<file path="src/rtl/zbt_bank_arbiter.sv">
// zbt_bank_arbiter: two-client round-robin arbiter and access sequencer for
// one ZBT SRAM bank. One memory operation is issued per clock with no
// turnaround bubbles. Write data is delayed to line up with the ZBT pipelined
// write slot, and each read word is steered back to the client that asked.
//
// Handshake: a client raises cN_req together with cN_we/cN_addr/cN_wdata and
// holds all of them stable until cN_gnt is high. gnt is combinational, and the
// request is consumed in the cycle where req && gnt. The client may present a
// new request in the very next cycle. There is no backpressure on read
// returns, so cN_rvalid is a single-cycle pulse the client must accept.
module zbt_bank_arbiter #(
  parameter int ADDR_WIDTH       = 19,
  parameter int DATA_WIDTH       = 32,
  parameter int READ_LATENCY     = 3,
  parameter int WRITE_DATA_DELAY = 2
) (
  input  logic                  clock,
  input  logic                  reset,
  input  logic                  c0_req,
  input  logic                  c1_req,
  input  logic                  c0_we,
  input  logic                  c1_we,
  input  logic [ADDR_WIDTH-1:0] c0_addr,
  input  logic [ADDR_WIDTH-1:0] c1_addr,
  input  logic [DATA_WIDTH-1:0] c0_wdata,
  input  logic [DATA_WIDTH-1:0] c1_wdata,
  output logic                  c0_gnt,
  output logic                  c1_gnt,
  output logic                  c0_rvalid,
  output logic                  c1_rvalid,
  output logic [DATA_WIDTH-1:0] c0_rdata,
  output logic [DATA_WIDTH-1:0] c1_rdata,
  output logic [ADDR_WIDTH-1:0] address,
  output logic                  data_direction,
  output logic [DATA_WIDTH-1:0] write_data,
  input  logic [DATA_WIDTH-1:0] read_data
);

  // last_grant: 0 = client 0 was served last, 1 = client 1 was served last
  logic                  last_grant;
  logic                  any_gnt;
  logic                  sel_id;
  logic                  sel_we;
  logic [ADDR_WIDTH-1:0] sel_addr;
  logic [DATA_WIDTH-1:0] sel_wdata;

  // wd_pipe[0] is the issue slot; the word leaves WRITE_DATA_DELAY cycles later
  logic [DATA_WIDTH-1:0] wd_pipe   [0:WRITE_DATA_DELAY];
  // Read tags travel alongside the bank latency; stage READ_LATENCY lines up
  // with the cycle where read_data is valid at our input
  logic                  tag_valid [0:READ_LATENCY];
  logic                  tag_id    [0:READ_LATENCY];

  // Round-robin grant: a lone requester wins, a tie goes to the client not served last
  always_comb begin
    c0_gnt = 1'b0;
    c1_gnt = 1'b0;
    if (!reset) begin
      if (c0_req && (!c1_req || last_grant)) begin
        c0_gnt = 1'b1;
      end else if (c1_req) begin
        c1_gnt = 1'b1;
      end
    end
  end

  // Select the granted client's request fields
  always_comb begin
    any_gnt   = c0_gnt | c1_gnt;
    sel_id    = c1_gnt;
    sel_we    = c1_gnt ? c1_we    : c0_we;
    sel_addr  = c1_gnt ? c1_addr  : c0_addr;
    sel_wdata = c1_gnt ? c1_wdata : c0_wdata;
  end

  // Remember who was served last; reset favours client 0 on the first tie
  always_ff @(posedge clock) begin
    if (reset) begin
      last_grant <= 1'b1;
    end else if (any_gnt) begin
      last_grant <= sel_id;
    end
  end

  // Issue register: idle cycles become dummy reads at the held address
  always_ff @(posedge clock) begin
    if (reset) begin
      address        <= '0;
      data_direction <= 1'b1;
    end else if (any_gnt) begin
      address        <= sel_addr;
      data_direction <= ~sel_we;
    end else begin
      data_direction <= 1'b1;
    end
  end

  // Write-data delay line; non-write slots carry zero
  always_ff @(posedge clock) begin
    if (reset) begin
      for (int i = 0; i <= WRITE_DATA_DELAY; i++) wd_pipe[i] <= '0;
    end else begin
      wd_pipe[0] <= (any_gnt && sel_we) ? sel_wdata : '0;
      for (int i = 1; i <= WRITE_DATA_DELAY; i++) wd_pipe[i] <= wd_pipe[i-1];
    end
  end

  assign write_data = wd_pipe[WRITE_DATA_DELAY];

  // Read tag pipeline; only granted reads carry a valid tag
  always_ff @(posedge clock) begin
    if (reset) begin
      for (int i = 0; i <= READ_LATENCY; i++) begin
        tag_valid[i] <= 1'b0;
        tag_id[i]    <= 1'b0;
      end
    end else begin
      tag_valid[0] <= any_gnt && !sel_we;
      tag_id[0]    <= sel_id;
      for (int i = 1; i <= READ_LATENCY; i++) begin
        tag_valid[i] <= tag_valid[i-1];
        tag_id[i]    <= tag_id[i-1];
      end
    end
  end

  // Return path: capture read_data for the tagged client, rdata holds otherwise
  always_ff @(posedge clock) begin
    if (reset) begin
      c0_rvalid <= 1'b0;
      c1_rvalid <= 1'b0;
      c0_rdata  <= '0;
      c1_rdata  <= '0;
    end else begin
      c0_rvalid <= tag_valid[READ_LATENCY] && !tag_id[READ_LATENCY];
      c1_rvalid <= tag_valid[READ_LATENCY] &&  tag_id[READ_LATENCY];
      if (tag_valid[READ_LATENCY] && !tag_id[READ_LATENCY]) c0_rdata <= read_data;
      if (tag_valid[READ_LATENCY] &&  tag_id[READ_LATENCY]) c1_rdata <= read_data;
    end
  end

endmodule
</file>
<file path="config.mk">
export PLATFORM = sky130hd
export DESIGN_NAME = zbt_bank_arbiter
export DESIGN_NICKNAME = d
export VERILOG_FILES = /design/src/rtl/zbt_bank_arbiter.sv
export SDC_FILE = /design/constraint.sdc
export NUM_CORES = 1
export LEC_CHECK = 0
export BUFFER_PORTS_ARGS = -buffer_cell sky130_fd_sc_hd__buf_2
export CORE_MARGIN = 2
export CORE_UTILIZATION = 30
export CTS_CLUSTER_DIAMETER = 60
export CTS_CLUSTER_SIZE = 10
export DETAILED_ROUTE_END_ITERATION = 16
export PLACE_DENSITY_LB_ADDON = 0.08
export SYNTH_ARGS = -nofsm -noshare
export SYNTH_HDL_FRONTEND = slang
export SYNTH_SLANG_ARGS = --single-unit
</file>
<file path="constraint.sdc">
create_clock -name clock -period 3.5 [get_ports clock]
set_input_delay 0.35 -clock clock [delete_from_list [all_inputs] [get_ports clock]]
set_output_delay 0.35 -clock clock [all_outputs]
set_load 0.01 [all_outputs]
</file>
# After elaboration in Yosys (flattened, before gate mapping)
# Memory sizes are Yosys's and may differ from the RTL's.
# Cells that the tools add are included.
# word_totals
ff_bits	87
ram_bits	104
inputBits	140
wordCells	57
memories	3
# classes
muxes	23
n_bitwise	14
reduce_logical	10
# memory_table
memory	words	width	read_ports	rd_clocked_by_memory_dff	wr	line	rtl
wd_pipe	3	32	3	0	3	48	logic [DATA_WIDTH-1:0] wd_pipe [0:WRITE_DATA_DELAY];
tag_id	4	1	4	0	4	52	logic tag_id [0:READ_LATENCY];
tag_valid	4	1	4	0	4	51	logic tag_valid [0:READ_LATENCY];
# op_table
cell	n
$mux W32	5
$mux W19	1
$mux W1	17
$or A1 B1 Y1	12
$logic_and A1 B1 Y1	5
$logic_not A1 Y1	3
$not A1 Y1	2
$reduce_or A2 Y1	1
$logic_or A1 B1 Y1	1

# Depth between registers and ports, before layout
# Gate-level depths: netlist of run 1.
# logic_depth
depth_word	9
mapped_depth	5
ltp_nobuf	3

# Least setup slack after synthesis of run 1
# No wires, ideal clock.
# synth_timing
path_kind	input-to-output
startpoint	input port reset
endpoint	output port c0_gnt
t_arrival_ns	1.106
required_time_ns	3.150
path_slack_ns	2.044
path_stages	4
path_buffers	2
cell_sequence	buf_2 > clkinv_1 > clkbuf_1 > and3_1
# synth_via
elab_chain_len	1
# synth_rtl
element	line	rtl
start: declaration	18	input logic reset,
$mux W1	58	if (!reset) begin
end: declaration	27	output logic c0_gnt,
# Every way passes these cells.

# Worst setup path in the final report of run 1
# layout_timing
startpoint	register last_grant
endpoint	output port c1_gnt
# layout_via
elab_chain_len	4
# layout_rtl
element	line	rtl
start: declaration	40	logic last_grant;
start signal: assignment	81	last_grant <= sel_id;
$logic_or A1 B1 Y1	59	if (c0_req && (!c1_req || last_grant)) begin
$logic_and A1 B1 Y1	59	
$mux W1	59	
$mux W1	58	
end: declaration	28	output logic c1_gnt,
# Every way passes these cells.

==> impl_metrics.toml, run 1 <==
[power_and_ir_drop]
p_switching_w = 0.00114
p_leak_nw = 3.60
intPower_w = 0.00333
peakVddDrop_v = 0.000246
switching_share_pct = 25.5
combPwrFrac_pct = 7.3
seq_power_share_pct = 50.4
clkPwrFrac_pct = 42.3
p_per_area_nw_per_um2 = 528

[sta]
fin_skew_ns = 0.0112
fin_ws_ns = 1.02
post-route-min-period_ns = 2.48
fin_crit_sh_pct = 71.0
tightest_slew_ns = 0.797
report.final.setup_viol = 0
rsz0062_at_grt = "false"
max_freq_ghz = 0.403
slew_headroom_pct = 46.7
fin_tns_setup_ns = 0
slew_viol_final = 0
finalHoldViolations = 0

[floorplanning]
boundaryPins = 260
rows = 54
fp.dieH_um = 153
coreArea_sq_um = 21800
die_width_um = 153
die-area_sq_um = 23300
initial_core_util_pct = 30.4

[place]
placed_area_sq_um = 7890
dp_slack_ns = 1.27
place_hpwl_um = 12100
gp_congestion = 0.753
io_buffer_count = 259

[grt]
grt_antenna_before_repair = 4
grt_max_degree = 95
grt_pass1_vias = 5075
grt_use_total_pct = 15.4
grt_overflow = 0
grt_pass1_wl_um = 28500

[synthesis]
ys_seq_area_share_pct = 57.8
synth_edf_count = 0
synth.largest_area_cell = "dfxtp_1"
yosys_warnings = 0
ys.flop_type = "dfxtp_1"
synth_cell_types = 25
syn_inst = 700
synth_area_sq_um = 6620
yosys-top-cells-area = "dfxtp_1, nand2_1, nor2b_1"
synth_area_per_cell_sq_um = 9.46
synth-seq-cells = 191
yosysTopAreaCellShare_pct = 57.8
async_flop_share_pct = 0
syn_nets = 840

[status]
status = "finished clean"

[route]
initialDrtViolationCount = 305
avgViaCountPerCell = 4.51
routed_wl_um = 18200
firstDrtPassIters = 4
top_layer = "met4"
wl_met1_um = 8110
met2WireLength_um = 8370
ant_nets = 0
route.detailed.drc = 0
vias = 5388
routed-wl-met3_um = 1260
wl_per_cell_um = 15.2

[clock_tree]
cts_setup_buffers = 0
cts_max_path_buffers = 2
cts_buffers = 17
cts.sinks = 191
cts.clk_slew.worst_paths_ns = 0.08
post_cts_resized = 0
cts-root-buf = "clkbuf_16"
ctsHtreeMaxLevel = 4
cts_tree = "done"
ctsHoldBuffers = 0
worstSkewPairLatency_ns = 0.43

[setup_path]
crit_path_max_fanout = 34
end_kind = "output port"
cp_data_arrival_time_ns = 2.13
critPathKind = "flop to output port"
critPathLaunchType = "flop"
worstPathRequired_ns = 3.15

[flow_run]
drv_cap = 0

[finish]
nNetsFinal = 1038
design_area_sq_um = 8470
syn_to_final_growth_pct = 28.0
drive_above_1_share_pct = 33.8
nFillCells = 2269

[hold_path]
hold_class = "input port to flop"
-- placed cells by master, fill, tap and decap left out, drive strengths merged --
cell        n
a21oi      64
a2111oi     1
and3        1
a32oi       1
nand3      33
diode       4
inv        10
nor2b      71
or2         1
a21bo       1
buf       271
a21boi      2
and2        1
dfxtp     191
clkbuf     18
clkinv      4
nor2        5
nand2b      3
nor4b      19
nor3        1
nand2     129
a211oi     32
clkinvlp    1
a221o      19
o21ai      32
-- area by class of cell --
cell class / instances / area [sq um] / area share (%)
sequential: 191 / 3820 / 45.1
clock buffer: 18 / 429 / 5.07
inverter: 1 / 3.75 / 0.0443
clock inverter: 14 / 141 / 1.67
tap: 280 / 350 / 4.14
timing repair buffer: 271 / 1410 / 16.6
multi-input combinational: 416 / 2310 / 27.2
antenna: 4 / 10.0 / 0.118
-- power groups by stage --
stage,registers (W),logic (W),clock network (W)
2_1_floorplan,0.00231,0.000167,0
3_5_place_dp,0.00230,0.000333,0
6_report,0.00225,0.000327,0.00189
5_1_grt,0.00226,0.000363,0.00205
3_3_place_gp,0.00230,0.000335,0
4_1_cts,0.00225,0.000333,0.00197
-- worst max-delay path, cell delays in order, from the launching register on --
cell and delay (ns):
dfxtp_1 0.36, a21bo_2 0.21, buf_4 0.23, nor2_1 0.65
buf_2 0.26
-- synth_stat cells, types with 3 or more instances --
library cell	instances
buf_4	33
nor2_1	5
a21oi_1	64
buf_2	19
dfxtp_1	191
nand2_1	129
nor2b_1	71
nor4b_1	19
nand2b_1	3
nand3_1	33
clkbuf_1	39
a221o_1	19
a211oi_1	32
o21ai_0	32
-- cell families after synthesis --
| kind of cell | count (synthesis) | share of synthesized area (%) |
|---|---|---|
| and+or+nand+nor | 264 | 20.0 |
| AOI/OAI and AO/OA | 152 | 14.6 |
| buffers and inverters | 93 | 7.62 |
| DFF | 191 | 57.8 |
-- routing by layer --
layer | GRT usage [%] | up-vias
met5 | 0 | -
met4 | 6.31 | 0
met3 | 5.03 | 29
met2 | 24.2 | 163
met1 | 19.6 | 2459
li1 | - | 2737
-- flip-flops by register name (all words and copies together), names as in the netlist --
name and flops:
c0_rvalid 1, c0_rdata 32, tag_valid 4, c1_rvalid 1, last_grant 1, c1_rdata 32
wd_pipe 96, address 19, data_direction 1, tag_id 4
-- worst paths after layout --
| kind | startpoint | end | slack [ns] | cells after the start |
|---|---|---|---|---|
| hold reg to reg | tag_valid[0][2] | tag_valid[0][3] | 0.44 | 1 |
| setup reg to reg | last_grant | address[14] | 1.51 | 5 |
| setup / recovery | last_grant | c1_gnt | 1.02 | 4 |
| hold / removal | c1_addr[4] | address[4] | 0.14 | 2 |
-- metrics by stage --
stage	utilization [%]	power, W	hold WS [ns]	cells
after global routing	38.9	0.00467	0.121	1194
after global placement	36.3	0.00264	0.415	1159
after floorplan	-	0.00248	0.414	700
after CTS	38.9	0.00455	0.114	1191
after detailed placement	36.3	0.00264	0.421	1159
final	38.9	0.00447	0.143	1195
(Power assumes the default switching activity.)
==> inputs of run 2 (changes only) <==
--- a/config.mk
+++ b/config.mk
@@ -5,6 +5,7 @@
 export SDC_FILE = /design/constraint.sdc
 export NUM_CORES = 1
 export LEC_CHECK = 0
+export ABC_AREA = 1
 export BUFFER_PORTS_ARGS = -buffer_cell sky130_fd_sc_hd__buf_2
 export CORE_MARGIN = 2
 export CORE_UTILIZATION = 30
==> constraint.sdc (replaced) <==
create_clock -name clock -period 2.6 [get_ports clock]
set_input_delay 0.26 -clock clock [delete_from_list [all_inputs] [get_ports clock]]
set_output_delay 0.26 -clock clock [all_outputs]
set_load 0.01 [all_outputs]
==> run 2 against run 1 <==
Compared with the run above:
- design area up 4.9%
- total power up 37%
- clock skew up 0.0088 ns
- cell count up 23%
- clock power up 36%
- global-route usage down 0.89 points
- worst hold slack worse by 0.073 ns
- combinational power up 61%
- largest cell class unchanged
- critical path depth unchanged
- via count up 8.7%
- largest power group unchanged
- critical path type unchanged
- core utilization up 0.093 points
- critical endpoint unchanged
- non-clock buffer count unchanged
==> impl_metrics.toml, run 2 <==
[hold_path]
whs_path_depth = 3
hold_class = "input port to flop"

[setup_path]
cp-endpoint = "c1_gnt"
worst-r2r-cell-count = 6
cp-startpoint = "last_grant"
critPathKind = "flop to output port"
r2r-start = "last_grant"
worstPathRequired_ns = 2.34
cp_data_arrival_time_ns = 1.65
slowest_delay_ns = 0.40
critPathLaunchType = "flop"
crit_path_max_fanout = 33
crit_chain = "nand2_1, nand3_4, clkinv_2, buf_2"
end_kind = "output port"
rrSetupSlack_ns = 1.01
rr_endpoint = "wd_pipe[0][11]"
cp_slowest_cell = "clkinv_2"

[grt]
use_met1_pct = 18.5
busiest_layer = "met2"
grt_pass1_vias = 5351
grt_max_degree = 76
grt_antenna_before_repair = 0
grt_use_total_pct = 14.5
grt_overflow = 0
met3_usage_pct = 4.62
grt_pass1_wl_um = 27900
global_route.usage.met2_pct = 23.2

[finish]
largest-register = "wd_pipe"
reg_top3 = "wd_pipe x96, c0_rdata x32, c1_rdata x32"
nNetsFinal = 1289
syn_to_final_growth_pct = 26.8
final_common_cell = "nor2_1"
antenna_cells = 0
layout_common_cells = "nor2_1, buf_2, dfxtp_1, nand2_1, inv_1"
design_area_sq_um = 8890
drive_above_1_share_pct = 26.6
nFillCells = 2502
largest_reg_flops = 96
final_cells = 1475

[clock_tree]
cts.sinks = 191
cts_tree = "done"
cts.clk_slew.worst_paths_ns = 0.08
post_cts_resized = 0
ctsHoldBuffers = 0
cts_max_path_buffers = 2
cts_setup_buffers = 0
cts-root-buf = "clkbuf_16"
worstSkewPairLatency_ns = 0.43
ctsHtreeMaxLevel = 4
cts_buffers = 17

[floorplanning]
initial_core_util_pct = 30.8
die-area_sq_um = 24600
rows = 55
boundaryPins = 260
fp.dieH_um = 157
coreArea_sq_um = 22800
die_width_um = 157

[synthesis]
yosys-top-cells-area = "dfxtp_1, nor2_1, nand2_1"
yosysTopAreaCellShare_pct = 54.6
synth_area_per_cell_sq_um = 7.43
synth_top_family_by_area = "simple AND/OR/NAND/NOR gates"
yosys_warnings = 0
synth_edf_count = 0
synth-xor-area-share_pct = 0
synth.area.mux_share_pct = 0
syn_nets = 1084
synth_common_cells = "nor2_1, dfxtp_1, nand2_1"
synth_area_sq_um = 7010
synth-simple-area-share_pct = 26.7
yosysMostFrequentCell = "nor2_1"
ys.flop_type = "dfxtp_1"
synthAdderAreaFrac_pct = 0
synth-seq-cells = 191
async_flop_share_pct = 0
syn_inst = 944
ys_seq_area_share_pct = 54.6
synth.largest_area_cell = "dfxtp_1"
synth_cell_types = 17
synth-compound-area-share_pct = 4.68

[place]
gp_congestion = 0.764
placed_area_sq_um = 8300
io_buffer_count = 259
dp.cells = 1443
place_hpwl_um = 12100

[sta]
finalHoldViolations = 0
fin_crit_sh_pct = 73.5
slew_viol_final = 0
rsz0062_at_grt = "false"
max_freq_ghz = 0.523
report.final.setup_viol = 0
fin_skew_ns = 0.0200
hold_ws_ns = 0.0698
post-route-min-period_ns = 1.91
tightest_slew_ns = 0.736
fin_tns_setup_ns = 0
slew_headroom_pct = 50.9

[route]
avgViaCountPerCell = 3.97
vias = 5859
wl_per_cell_um = 12.1
initialDrtViolationCount = 211
route.detailed.drc = 0
ant_nets = 0
firstDrtPassIters = 4
routed_wl_um = 17900

[flow_run]
drv_cap = 0

[power_and_ir_drop]
clkPwrFrac_pct = 41.8
p_per_area_nw_per_um2 = 691
combPwrFrac_pct = 8.6
peakVddDrop_v = 0.000319
intPower_w = 0.00454
seq_power_share_pct = 49.6
p_leak_nw = 4.60
switching_share_pct = 26.1
fin_total_pwr_w = 0.00614
p_switching_w = 0.00160

[status]
status = "finished clean"
## run 2: cell types whose count changed after synthesis, moves of 32 or more
cell | before | now
nor2_1 | 5 | 272
a211oi_1 | 32 | 0
inv_1 | 0 | 127
nor2b_1 | 71 | 0
a21oi_1 | 64 | 0
o21ai_0 | 32 | 64
## run 2: worst min path at each step
stage | start | to
2_1_floorplan | tag_id[0] | tag_id[1]
5_1_grt | read_data[18] | c0_rdata[18]
3_5_place_dp | wd_pipe[0][41] | wd_pipe[0][73]
6_report | read_data[14] | c0_rdata[14]
4_1_cts | read_data[18] | c0_rdata[18]
3_3_place_gp | wd_pipe[0][1] | wd_pipe[0][33]
## run 2: power by group through the flow
| stage | Combinational, W | Sequential, W | Clock (W) |
|---|---|---|---|
| finish | 0.000528 | 0.00304 | 0.00257 |
| CTS | 0.000541 | 0.00304 | 0.00267 |
| floorplan | 0.000303 | 0.00313 | 0 |
| global route | 0.000612 | 0.00305 | 0.00279 |
| global placement | 0.000539 | 0.00311 | 0 |
| detailed placement | 0.000539 | 0.00311 | 0 |
## run 2: cell type report
| class | count | area, sq um | share of cell area (%) |
|---|---|---|---|
| Timing Repair Buffer | 271 | 1390 | 15.6 |
| Clock buffer | 19 | 443 | 4.98 |
| Tap cell | 313 | 392 | 4.41 |
| Sequential cell | 191 | 3820 | 43.0 |
| Inverter | 130 | 492 | 5.53 |
| Clock inverter | 13 | 143 | 1.60 |
| Multi-Input combinational cell | 538 | 2210 | 24.9 |
## run 2: stage by stage
stage	utilization, %	setup slack, ns
after CTS	39.0	0.613
final	39.0	0.689
after global routing	39.0	0.497
after floorplan	-	1.40
after detailed placement	36.5	0.725
after global placement	36.5	0.764
## run 2: layer usage
metal  up-vias  wire [um]
li1       3182          -
met1      2496       8370
met2       163       7920
met3        18       1310
met4         0        256
met5         -          0
## run 2: cells by family (layout without fill, tap and decap cells)
| kind of cell | count (synthesis) | after routing |
|---|---|---|
| DFF | 191 | 191 |
| AOI/OAI and AO/OA | 65 | 65 |
| buffers and inverters | 215 | 433 |
| and+or+nand+nor | 473 | 473 |
## run 2: critical path, delay by kind of cell, from the launching register on
kind / cells / cell delay, ns
AND/OR/NAND/NOR: 2 / 0.19
flip-flops: 1 / 0.33
buffers and inverters: 2 / 0.71
==> inputs of run 3 (changes only) <==
==> constraint.sdc (replaced) <==
create_clock -name clock -period 1.92 [get_ports clock]
set_input_delay 0.192 -clock clock [delete_from_list [all_inputs] [get_ports clock]]
set_output_delay 0.192 -clock clock [all_outputs]
set_load 0.01 [all_outputs]
==> run 3 against run 2 <==
Compared with the run above:
- critical endpoint unchanged
- cell count rose by 1.6%
- register-to-register slack got worse by 0.53 ns
- sequential power rose by 36%
- critical path depth rose by 2
- worst hold slack got worse by 0.052 ns
- global-route usage rose by 0.39 points
- non-clock buffer count rose by 25
- sequential share of layout area fell by 1.1 points
==> impl_metrics.toml, run 3 (synthesis results as in run 2) <==
[route]
ant_nets = 0
routed_wl_um = 18400
wl_per_cell_um = 12.3
avgViaCountPerCell = 3.97
route.detailed.drc = 0
vias = 5952
initialDrtViolationCount = 279
firstDrtPassIters = 4

[status]
status = "finished clean"

[setup_path]
critPathLaunchType = "input port"
cp_slowest_cell = "dlygate4sd3_1"
rrSetupSlack_ns = 0.48
worst-r2r-cell-count = 7
path_common_cell = "buf_2"
path_depth = 6
slowest_delay_ns = 0.54
r2r-start = "last_grant"
cp_data_arrival_time_ns = 1.58
rr_endpoint = "wd_pipe[0][3]"
critPathKind = "input port to output port"
cp-endpoint = "c1_gnt"
path_delay_family = "buffers and inverters"
crit_chain = "dlygate4sd3_1, buf_2, nand2_1, nand3_4, clkinv_4, buf_2"
worstPathRequired_ns = 1.73
worst-path-buf-inv = 4
end_kind = "output port"
crit_path_max_fanout = 33
cp-startpoint = "c0_req"

[finish]
layout_common_cells = "nor2_1, buf_2, dfxtp_1, nand2_1, inv_1"
nNetsFinal = 1314
antenna_cells = 0
final_common_cell = "nor2_1"
largest-register = "wd_pipe"
reg_top3 = "wd_pipe x96, c0_rdata x32, c1_rdata x32"
syn_to_final_growth_pct = 30.3
drive_above_1_share_pct = 26.4
design_area_sq_um = 9130
largest_reg_flops = 96

[floorplanning]
boundaryPins = 260
coreArea_sq_um = 22800
fp.dieH_um = 157
die-area_sq_um = 24600
die_width_um = 157
rows = 55
initial_core_util_pct = 30.8

[sta]
fin_tns_setup_ns = 0
slew_headroom_pct = 49.3
tightest_slew_ns = 0.760
slew_viol_final = 0
hold_ws_ns = 0.0174
fin_skew_ns = 0.00923
post-route-min-period_ns = 1.77
rsz0062_at_grt = "false"
finalHoldViolations = 0
max_freq_ghz = 0.564
fin_crit_sh_pct = 92.4
report.final.setup_viol = 0

[place]
place_hpwl_um = 12400
placed_area_sq_um = 8350
gp_congestion = 0.744
io_buffer_count = 259

[grt]
grt_pass1_wl_um = 28600
grt_use_total_pct = 14.9
grt_antenna_before_repair = 2
grt_max_degree = 90
grt_pass1_vias = 5270
grt_overflow = 0

[clock_tree]
cts_setup_buffers = 0
worstSkewPairLatency_ns = 0.43
cts.sinks = 191
cts_tree = "done"
cts_buffers = 17
cts.clk_slew.worst_paths_ns = 0.07
ctsHtreeMaxLevel = 4
cts-root-buf = "clkbuf_16"
cts_max_path_buffers = 2

[power_and_ir_drop]
peakVddDrop_v = 0.000486
p_leak_nw = 4.70
fin_total_pwr_w = 0.00839
p_per_area_nw_per_um2 = 918

[flow_run]
drv_cap = 0

[hold_path]
hold_class = "input port to flop"
-- run 3: changes by cell type in the layout (fill, tap and decap cells not counted), moves of 2 or more --
cell	before	now
dlygate4sd3_1	0	20
buf_4	12	16
clkinv_4	2	5
clkinv_8	3	1
-- run 3: routing by layer --
layer  wire (um)  up-vias  GRT usage, %  share of wire (%)
met4         241        4          4.50                1.3
li1            -     3229             -                  -
met1        8810     2532          20.0                 48
met3        1210       18          4.49                6.6
met5          27        -             0               0.15
met2        8060      169          22.9                 44
-- run 3: what timing repair did --
item,in CTS,in global routing
hold endpoints to repair,20,0
gates resized for setup,1,0
hold buffers,20,0
setup endpoints to repair,1,0
-- run 3: worst reg2reg max path: stages, from the launching register on --
cell     delay, ns
dfxtp_1       0.33
nand2_1       0.11
nand3_4       0.13
buf_4         0.46
nand2_1       0.16
nand2_1       0.10
inv_1         0.04
nor2_1        0.06
-- run 3: how the worst min path moves through the flow --
stage,cells past startpoint,to,from
floorplan,1,last_grant,c0_req
global placement,2,wd_pipe[0][66],wd_pipe[0][34]
detailed placement,2,wd_pipe[0][68],wd_pipe[0][36]
CTS,3,c0_rdata[30],read_data[30]
global route,3,c0_rdata[9],read_data[9]
finish,3,c0_rdata[6],read_data[6]
-- run 3: final cells by class --
| type | count | area (sq um) |
|---|---|---|
| Inverter | 130 | 495 |
| Fill cell | 2454 | 13600 |
| Timing Repair Buffer | 296 | 1640 |
| Multi-Input combinational cell | 538 | 2210 |
| Clock buffer | 17 | 425 |
| Tap cell | 313 | 392 |
| Clock inverter | 13 | 149 |
| Sequential cell | 191 | 3820 |
-- run 3: through the flow --
stage	cells	utilization, %	setup slack (ns)
global placement	1448	36.7	0.327
global route	1498	40.1	0.0485
detailed placement	1448	36.7	0.367
finish	1498	40.1	0.146
floorplan	944	-	0.797
CTS	1498	40.1	0.134
-- run 3: power breakdown --
| group | switching [W] | internal [W] | total, W |
|---|---|---|---|
| combinational | 0.000439 | 0.000321 | 0.000760 |
| clock | 0.00167 | 0.00183 | 0.00351 |
| sequential | 0.0000398 | 0.00408 | 0.00412 |
| total | 0.00215 | 0.00624 | 0.00839 |
